`src/rtl/contador_frequencia_parametrizado.sv`:
```
// Parametrised up/down modulo counter stepped by a selectable-rate prescaler tick,
// with a terminal-count pulse and an active-low 7-segment decode of the low nibble.
module contador_frequencia_parametrizado #(
  parameter int unsigned LARGURA = 8,
  parameter int unsigned MODULO  = 256,
  parameter int unsigned DIV0    = 50_000_000,
  parameter int unsigned DIV1    = 25_000_000,
  parameter int unsigned DIV2    = 12_500_000,
  parameter int unsigned DIV3    = 6_250_000
) (
  input  logic               clock_inicial,
  input  logic               reset,
  input  logic               chave_A,
  input  logic               chave_B,
  input  logic               habilita,
  input  logic               sentido,
  output logic               pulso_selecionado,
  output logic [LARGURA-1:0] S,
  output logic               fim_contagem,
  output logic               a,
  output logic               b,
  output logic               c,
  output logic               d,
  output logic               e,
  output logic               f,
  output logic               g
);

  localparam int unsigned DIV_MAX01 = (DIV0 > DIV1) ? DIV0 : DIV1;
  localparam int unsigned DIV_MAX23 = (DIV2 > DIV3) ? DIV2 : DIV3;
  localparam int unsigned DIV_MAX   = (DIV_MAX01 > DIV_MAX23) ? DIV_MAX01 : DIV_MAX23;
  localparam int unsigned PRE_W     = (DIV_MAX > 1) ? $clog2(DIV_MAX) : 1;
  localparam logic [LARGURA-1:0] S_MAX = LARGURA'(MODULO - 1);

  logic [1:0]         chave;
  logic [1:0]         sel;
  logic [31:0]        div_sel;
  logic [PRE_W-1:0]   pre;
  logic [PRE_W-1:0]   pre_fim;
  logic [LARGURA-1:0] s_prox;
  logic               wrap_c;
  logic [6:0]         seg;

  assign chave = {chave_A, chave_B};

  // Divisor chosen by the registered select, so a switch change is seen one edge late.
  always_comb begin
    div_sel = 32'(DIV0);
    case (sel)
      2'b01:   div_sel = 32'(DIV1);
      2'b10:   div_sel = 32'(DIV2);
      2'b11:   div_sel = 32'(DIV3);
      default: div_sel = 32'(DIV0);
    endcase
    pre_fim = PRE_W'(div_sel - 32'd1);
  end

  // Prescaler: a rate change restarts the period and suppresses that cycle's tick.
  always_ff @(posedge clock_inicial) begin
    if (reset) begin
      sel               <= chave;
      pre               <= '0;
      pulso_selecionado <= 1'b0;
    end else if (chave != sel) begin
      sel               <= chave;
      pre               <= '0;
      pulso_selecionado <= 1'b0;
    end else if (pre == pre_fim) begin
      pre               <= '0;
      pulso_selecionado <= 1'b1;
    end else begin
      pre               <= pre + PRE_W'(1);
      pulso_selecionado <= 1'b0;
    end
  end

  // Next count modulo MODULO in the requested direction, flagging a wrap.
  always_comb begin
    s_prox = S;
    wrap_c = 1'b0;
    if (sentido) begin
      if (S == S_MAX) begin
        s_prox = '0;
        wrap_c = 1'b1;
      end else begin
        s_prox = S + LARGURA'(1);
      end
    end else begin
      if (S == '0) begin
        s_prox = S_MAX;
        wrap_c = 1'b1;
      end else begin
        s_prox = S - LARGURA'(1);
      end
    end
  end

  always_ff @(posedge clock_inicial) begin
    if (reset) begin
      S            <= '0;
      fim_contagem <= 1'b0;
    end else if (pulso_selecionado && habilita) begin
      S            <= s_prox;
      fim_contagem <= wrap_c;
    end else begin
      fim_contagem <= 1'b0;
    end
  end

  // Active-low hex glyphs, bit order abcdefg.
  always_comb begin
    seg = 7'b0000001;
    case (S[3:0])
      4'h0: seg = 7'b0000001;
      4'h1: seg = 7'b1001111;
      4'h2: seg = 7'b0010010;
      4'h3: seg = 7'b0000110;
      4'h4: seg = 7'b1001100;
      4'h5: seg = 7'b0100100;
      4'h6: seg = 7'b0100000;
      4'h7: seg = 7'b0001111;
      4'h8: seg = 7'b0000000;
      4'h9: seg = 7'b0000100;
      4'hA: seg = 7'b0001000;
      4'hB: seg = 7'b1100000;
      4'hC: seg = 7'b0110001;
      4'hD: seg = 7'b1000010;
      4'hE: seg = 7'b0110000;
      4'hF: seg = 7'b0111000;
      default: seg = 7'b0000001;
    endcase
  end

  assign {a, b, c, d, e, f, g} = seg;

endmodule

```
`config.mk`:
```
export PLATFORM = sky130hd
export DESIGN_NAME = contador_frequencia_parametrizado
export DESIGN_NICKNAME = d
export VERILOG_FILES = /design/src/rtl/contador_frequencia_parametrizado.sv
export SDC_FILE = /design/constraint.sdc
export NUM_CORES = 1
export LEC_CHECK = 0
export CAP_MARGIN = 25
export CORE_ASPECT_RATIO = 1.75
export CORE_MARGIN = 3
export CORE_UTILIZATION = 55
export CTS_CLUSTER_DIAMETER = 50
export DETAILED_ROUTE_END_ITERATION = 12
export GPL_TIMING_DRIVEN = 1
export HOLD_SLACK_MARGIN = 0.05
export PLACE_DENSITY = 0.77
export SLEW_MARGIN = 40
export SYNTH_ARGS = -nofsm -noshare
export SYNTH_HDL_FRONTEND = slang
export SYNTH_SLANG_ARGS = --single-unit
```
`constraint.sdc`:
```
create_clock -name clock_inicial -period 2.6 [get_ports clock_inicial]
set_clock_uncertainty 0.2 [all_clocks]
set_input_delay 0.39 -clock clock_inicial [delete_from_list [all_inputs] [get_ports clock_inicial]]
set_output_delay 0.39 -clock clock_inicial [all_outputs]
set_load 0.01 [all_outputs]
```
==> results of run 1 <==
-- synthesized netlist by cell type (2+ instances only) --
master,n,area share [%]
a21oi_1,11,2.1
a31oi_1,3,0.72
and2_1,5,1.2
and3_1,6,1.4
and3b_1,2,0.67
and4_1,2,0.67
buf_2,7,1.3
buf_4,2,0.57
buf_6,2,0.86
clkbuf_1,4,0.57
dfxtp_1,43,33
edfxtp_1,2,2.3
ha_1,9,4.3
inv_1,10,1.4
mux2i_1,5,1.9
nand2_1,25,3.6
nand2b_1,6,1.4
nand3_1,16,3.1
nand4_1,7,1.7
nor2_1,50,7.2
nor2b_1,5,1.2
nor3_1,6,1.1
nor4_1,2,0.48
nor4b_1,2,0.67
o2111ai_1,2,0.67
o21ai_0,6,1.1
o22ai_1,2,0.48
o31ai_1,3,0.86
or3_1,6,1.4
xnor2_1,14,4.7
xor2_1,16,5.4
-- layer usage --
layer	vias to the layer above	GRT usage (%)
li1	1182	-
met1	1146	23.51
met2	83	43.12
met3	17	3.059
met4	0	10.00
met5	-	0
-- worst min-delay path by stage --
stage           start      to  depth (start not counted)
4_1_cts        pre[0]  pre[0]                          1
2_1_floorplan  pre[0]  pre[0]                          1
3_5_place_dp   pre[0]  pre[0]                          1
6_report       pre[0]  pre[0]                          1
5_1_grt        pre[0]  pre[0]                          1
3_3_place_gp   pre[0]  pre[0]                          1
-- power by group through the flow --
stage	Sequential, mW	Clock (mW)	Combinational (mW)
floorplan	0.719	0	0.0471
global placement	0.723	0	0.0648
detailed placement	0.723	0	0.0657
CTS	0.707	0.528	0.0660
global route	0.706	0.555	0.0826
finish	0.705	0.521	0.0743
-- sequential cells by signal, indices dropped and copies added, names as in the netlist --
signal / count
S: 8
fim_contagem: 1
pre: 26
pulso_selecionado: 1
seg: 7
sel: 2
-- area by class of cell --
class                           instances  area (µm²)
Multi-Input combinational cell        243        1579
Timing Repair Buffer                   53       465.4
Tap cell                               51       63.81
Clock inverter                          2       33.78
Clock buffer                            6       72.57
Fill cell                             378        1310
Sequential cell                        45       922.1
Inverter                               10       37.54
-- cell usage in the layout (no fill, tap or decap), drive strengths merged, types with 9 or more instances in the layout --
| cell | instances |
|---|---|
| dfxtp | 43 |
| xnor2 | 15 |
| xor2 | 16 |
| buf | 31 |
| ha | 9 |
| nand3 | 16 |
| a21oi | 11 |
| inv | 10 |
| nand2 | 25 |
| clkdlybuf4s50 | 22 |
| nor2 | 51 |
-- cell families after synthesis --
| family | Yosys count | share of synthesized area (%) |
|---|---|---|
| buffers and inverters | 25 | 4.787 |
| XOR/XNOR | 31 | 10.68 |
| flip-flops | 45 | 35.23 |
| multiplexers | 7 | 2.920 |
| AND/OR/NAND/NOR | 151 | 29.82 |
| AO/OA/AOI/OAI | 45 | 12.26 |
| adder cells (fa/ha/maj) | 9 | 4.308 |
-- per-stage QoR --
stage | hold slack, ps | std cells | total power, mW
5_1_grt | 285.1 | 410 | 1.344
4_1_cts | 267.9 | 407 | 1.301
3_3_place_gp | 236.1 | 399 | 0.7879
2_1_floorplan | 225.9 | 313 | 0.7658
3_5_place_dp | 248.9 | 399 | 0.7888
6_report | 265.6 | 410 | 1.300
-- worst register-to-register path: stages, from the launching register on --
cell      delay [ps]
dfxtp_1          340
or4_4            570
nor4_4           220
o22a_2           210
nand2b_4          60
buf_4            150
ha_1             190
nand2_1           70
nor2_1            40
or3_1            300
-- what timing repair did --
item / in CTS / in global routing
resized for setup: 0 / 3
endpoints found under the setup margin: 0 / 29
setup buffers: 0 / 3
==> results.py, run 1 <==
metrics = {
    "detailed_routing": {
        "wl_met3_um": 288,
        "vias": 2428,
        "drt-vias-per-instance": 5.922,
        "ant_nets": 0,
        "wl_met2_mm": 3.457,
        "drt_iter0_markers": 93,
        "wl_mm": 6.150,
        "dr.pass1.iters": 4,
        "wl_per_cell_um": 15.00,
        "dr.max_layer_used": "met4",
        "wl_met1_mm": 2.207,
        "route.detailed.drc": 0,
    },
    "final_layout": {
        "antennaDiodeCount": 0,
        "fin_area_um2": 3174,
        "nets": 373,
        "final_core_util_pct": 70.79,
        "drive_gt1_share_pct": 14.21,
        "synthToLayoutAreaGrowth_pct": 21.45,
    },
    "yosys": {
        "yosysWarnings": 0,
        "synth_edf_count": 2,
        "ys.flop_type": "dfxtp_1",
        "netlist-cell-type-count": 63,
        "ys_seq_elements": 45,
        "synth.cell_area_um2": 2614,
        "avgSynthCellArea_um2": 8.351,
        "seq_area_frac_synth_pct": 35.23,
        "syn_inst": 313,
        "async_flop_share_pct": 0,
        "syn_nets": 328,
    },
    "cts": {
        "clockBufferDepth": 2,
        "path_clk_slew_ps": 90,
        "clk_latency_ps": 300,
        "ctsHoldBuffers": 0,
        "htreeDepth": 2,
        "clock_sinks": 45,
        "clock-root-buffer": "clkbuf_8",
        "cts_buffers": 5,
        "cts_tree": "yes",
    },
    "setup_path": {
        "rr_worst_depth": 9,
        "critPathMaxFanout": 6,
        "crit_cells": 9,
        "arrival_ps": 2440,
        "r2r_slack_ps": 150,
        "setup.worst_path.start": "S[3]",
        "crit_type": "register to register",
        "crit_family": "simple AND/OR/NAND/NOR gates",
        "timing.critical_path.to": "seg[0]",
        "slowest_delay_ps": 560,
        "cp_slowest_cell": "or4_4",
        "cp-end-kind": "register",
        "r2r_start": "S[3]",
        "start_kind": "register",
        "r2r-end": "seg[0]",
        "critPathBufInv": 1,
        "crit_chain": "or4_4 > nor4_4 > o22a_2 > nand2b_4 > buf_4 > ha_1 > nand2_1 > nor2_1 > or3_1",
        "crit_required_ps": 2590,
    },
    "placed_design": {
        "portBuffers": 22,
        "place.gp.congestion": 0.9622,
        "dp_hpwl_mm": 4.694,
        "dpl_worst_slack_ps": -88.31,
        "placed_area_um2": 3033,
    },
    "floorplanning": {
        "die_h_um": 97.20,
        "ioPinCount": 23,
        "start_util_pct": 58.29,
        "row_count": 32,
        "fp.dieW_um": 58.11,
        "fp.coreArea_um2": 4484,
        "dieArea_um2": 5648,
    },
    "power": {
        "ir_drop_v": 0.0004050,
        "seq_power_share_pct": 54.2,
        "p_int_mw": 1.018,
        "comb_power_share_pct": 5.7,
        "sw_frac_of_total_pct": 21.69,
        "leakagePower_nw": 1.171,
        "powerDensity_nw_per_um2": 409.7,
        "switching_power_uw": 282.1,
        "clockPowerShare_pct": 40.1,
    },
    "min_path": {
        "hp-class": "register to register",
    },
    "global_routing": {
        "grt_usage_pct": 22.78,
        "grt_pass1_vias": 2307,
        "antenna_found_initial": 0,
        "grt-ovfl-total": 0,
        "grt_pass1_wl_mm": 10.27,
        "grt_start_max_net_pins": 25,
    },
    "sta": {
        "setup_viol": 0,
        "maxSlewViolCount": 0,
        "worst_slew_pin_slew_ps": 458.1,
        "fmax_mhz": 408.2,
        "setup-tns-final_ps": 0,
        "finalHoldViolCount": 0,
        "period_share_pct": 94.23,
        "maxSlewHeadroom_pct": 69.24,
        "rsz0062_at_grt": "no",
        "fin_ws_ps": 150.1,
        "min_period_ps": 2450,
    },
    "run": {
        "drv_cap": 0,
    },
    "run_status": {
        "status": "finished, final reports clean",
    },
}
No activity file was read; power rests on OpenSTA's default activity.
==> run 2: changes to the inputs <==
Settings changed: MAX_ROUTING_LAYER set to met4.
==> results.py, run 2 (synthesis results as in run 1) <==
metrics = {
    "floorplanning": {
        "dieArea_um2": 5648,
        "die_h_um": 97.20,
        "row_count": 32,
        "start_util_pct": 58.29,
        "fp.coreArea_um2": 4484,
        "fp.dieW_um": 58.11,
        "ioPinCount": 23,
    },
    "final_layout": {
        "num-fill-cells": 353,
        "drive_gt1_share_pct": 15.04,
        "final_cell_count_no_fill": 410,
        "nets": 373,
        "synthToLayoutAreaGrowth_pct": 22.12,
        "final_common_cell": "nor2_1",
        "layout_common_cells": "nor2_1 (50), dfxtp_1 (42), buf_4 (30)",
        "largest_reg_flops": 26,
        "fin_area_um2": 3192,
        "antennaDiodeCount": 0,
        "largest_register": "pre",
    },
    "setup_path": {
        "rr_worst_depth": 8,
        "critPathBufInv": 1,
        "cp-end-kind": "register",
        "arrival_ps": 2490,
        "crit_chain": "or4_4 > nor4_4 > o22a_2 > nand2b_4 > buf_4 > ha_1 > nor4b_2 > a21o_1",
        "cp_slowest_cell": "or4_4",
        "crit_required_ps": 2600,
        "crit_cells": 8,
        "start_kind": "register",
        "slowest_delay_ps": 560,
        "critPathMaxFanout": 6,
        "crit_family": "simple AND/OR/NAND/NOR gates",
        "crit_type": "register to register",
    },
    "sta": {
        "finalHoldViolCount": 0,
        "fmax_mhz": 400.7,
        "maxSlewViolCount": 0,
        "rsz0062_at_grt": "no",
        "min_period_ps": 2495,
        "period_share_pct": 95.98,
        "whs_ps": 269.0,
        "setup-tns-final_ps": 0,
        "worst_slew_pin_slew_ps": 588.1,
        "setup_viol": 0,
        "fin_ws_ps": 104.6,
        "maxSlewHeadroom_pct": 60.51,
    },
    "cts": {
        "ctsHoldBuffers": 0,
        "cts_buffers": 5,
        "clockBufferDepth": 2,
        "clk_latency_ps": 300,
        "clock-root-buffer": "clkbuf_8",
        "clock_sinks": 45,
        "path_clk_slew_ps": 90,
        "htreeDepth": 2,
        "cts_tree": "yes",
    },
    "power": {
        "ir_drop_v": 0.0004641,
        "powerDensity_nw_per_um2": 413.2,
        "leakagePower_nw": 1.175,
    },
    "detailed_routing": {
        "wl_mm": 6.248,
        "route.detailed.drc": 0,
        "dr.pass1.iters": 4,
        "drt-vias-per-instance": 5.834,
        "drt_iter0_markers": 105,
        "vias": 2392,
        "ant_nets": 0,
        "wl_per_cell_um": 15.24,
    },
    "run": {
        "drv_cap": 0,
    },
    "run_status": {
        "status": "finished, final reports clean",
    },
    "global_routing": {
        "grt_pass1_wl_mm": 10.13,
        "grt_pass1_vias": 2345,
        "grt-ovfl-total": 0,
        "grt_start_max_net_pins": 25,
        "antenna_found_initial": 0,
        "grt_usage_pct": 23.38,
    },
    "placed_design": {
        "dp_cells": 399,
        "portBuffers": 22,
        "dp_hpwl_mm": 4.676,
        "place.gp.congestion": 0.9354,
        "dpl_worst_slack_ps": -90.60,
        "placed_area_um2": 3033,
    },
    "min_path": {
        "hp-class": "register to register",
        "hold_path_depth": 1,
    },
}
-- run 2: layout make-up --
cell class                      instances  area [µm²]  share of cell area, %
Sequential cell                        45       922.1                  28.89
Timing Repair Buffer                   53       465.4                  14.58
Inverter                               10       37.54                  1.176
Clock buffer                            5       68.82                  2.156
Multi-Input combinational cell        243        1588                  49.75
Clock inverter                          3       46.29                  1.450
Tap cell                               51       63.81                  1.999
-- run 2: worst register-to-register path, delay by kind of cell (launching register included) --
kind                     cells  cell delay [ps]
buffers and inverters        1              150
AO/OA/AOI/OAI                2              370
flip-flops                   1              350
AND/OR/NAND/NOR              4             1000
adder cells (fa/ha/maj)      1              320
-- run 2: report_power, final --
part | total [mW] | internal [mW] | switching (mW)
clock network | 0.539 | 0.288 | 0.252
logic | 0.0746 | 0.0352 | 0.0393
registers | 0.705 | 0.699 | 0.00630
-- run 2: timing repair --
item,CTS,global route
gates resized for setup,0,4
buffers inserted,0,3
setup endpoints to repair,0,29
-- run 2: path summary, 6_finish.rpt --
check	to	slack, ps	start
hold / removal	pre[0]	270	pre[0]
hold reg to reg	pre[0]	270	pre[0]
setup / recovery	seg[5]	100	S[3]
setup reg to reg	seg[5]	100	S[3]
-- run 2: per-layer routing --
| layer | track usage (%) | part of all wire (%) | vias to the layer above |
|---|---|---|---|
| li1 | - | - | 1181 |
| met1 | 22.31 | 37 | 1106 |
| met2 | 42.68 | 55 | 81 |
| met3 | 3.590 | 4.1 | 24 |
| met4 | 12.68 | 3.7 | 0 |
| met5 | - | 0 | - |
-- run 2: metrics by stage --
step,power (mW),util (%)
2_1_floorplan,0.7658,-
3_3_place_gp,0.7897,67.63
3_5_place_dp,0.7909,67.63
4_1_cts,1.331,70.20
5_1_grt,1.370,71.18
6_report,1.319,71.18
==> run 3: changes to the inputs <==
Settings changed: ABC_CLOCK_PERIOD_IN_PS set to 2600.
==> results of run 3 <==
No change in the layout: final DEF, timing and power equal those of run 2.
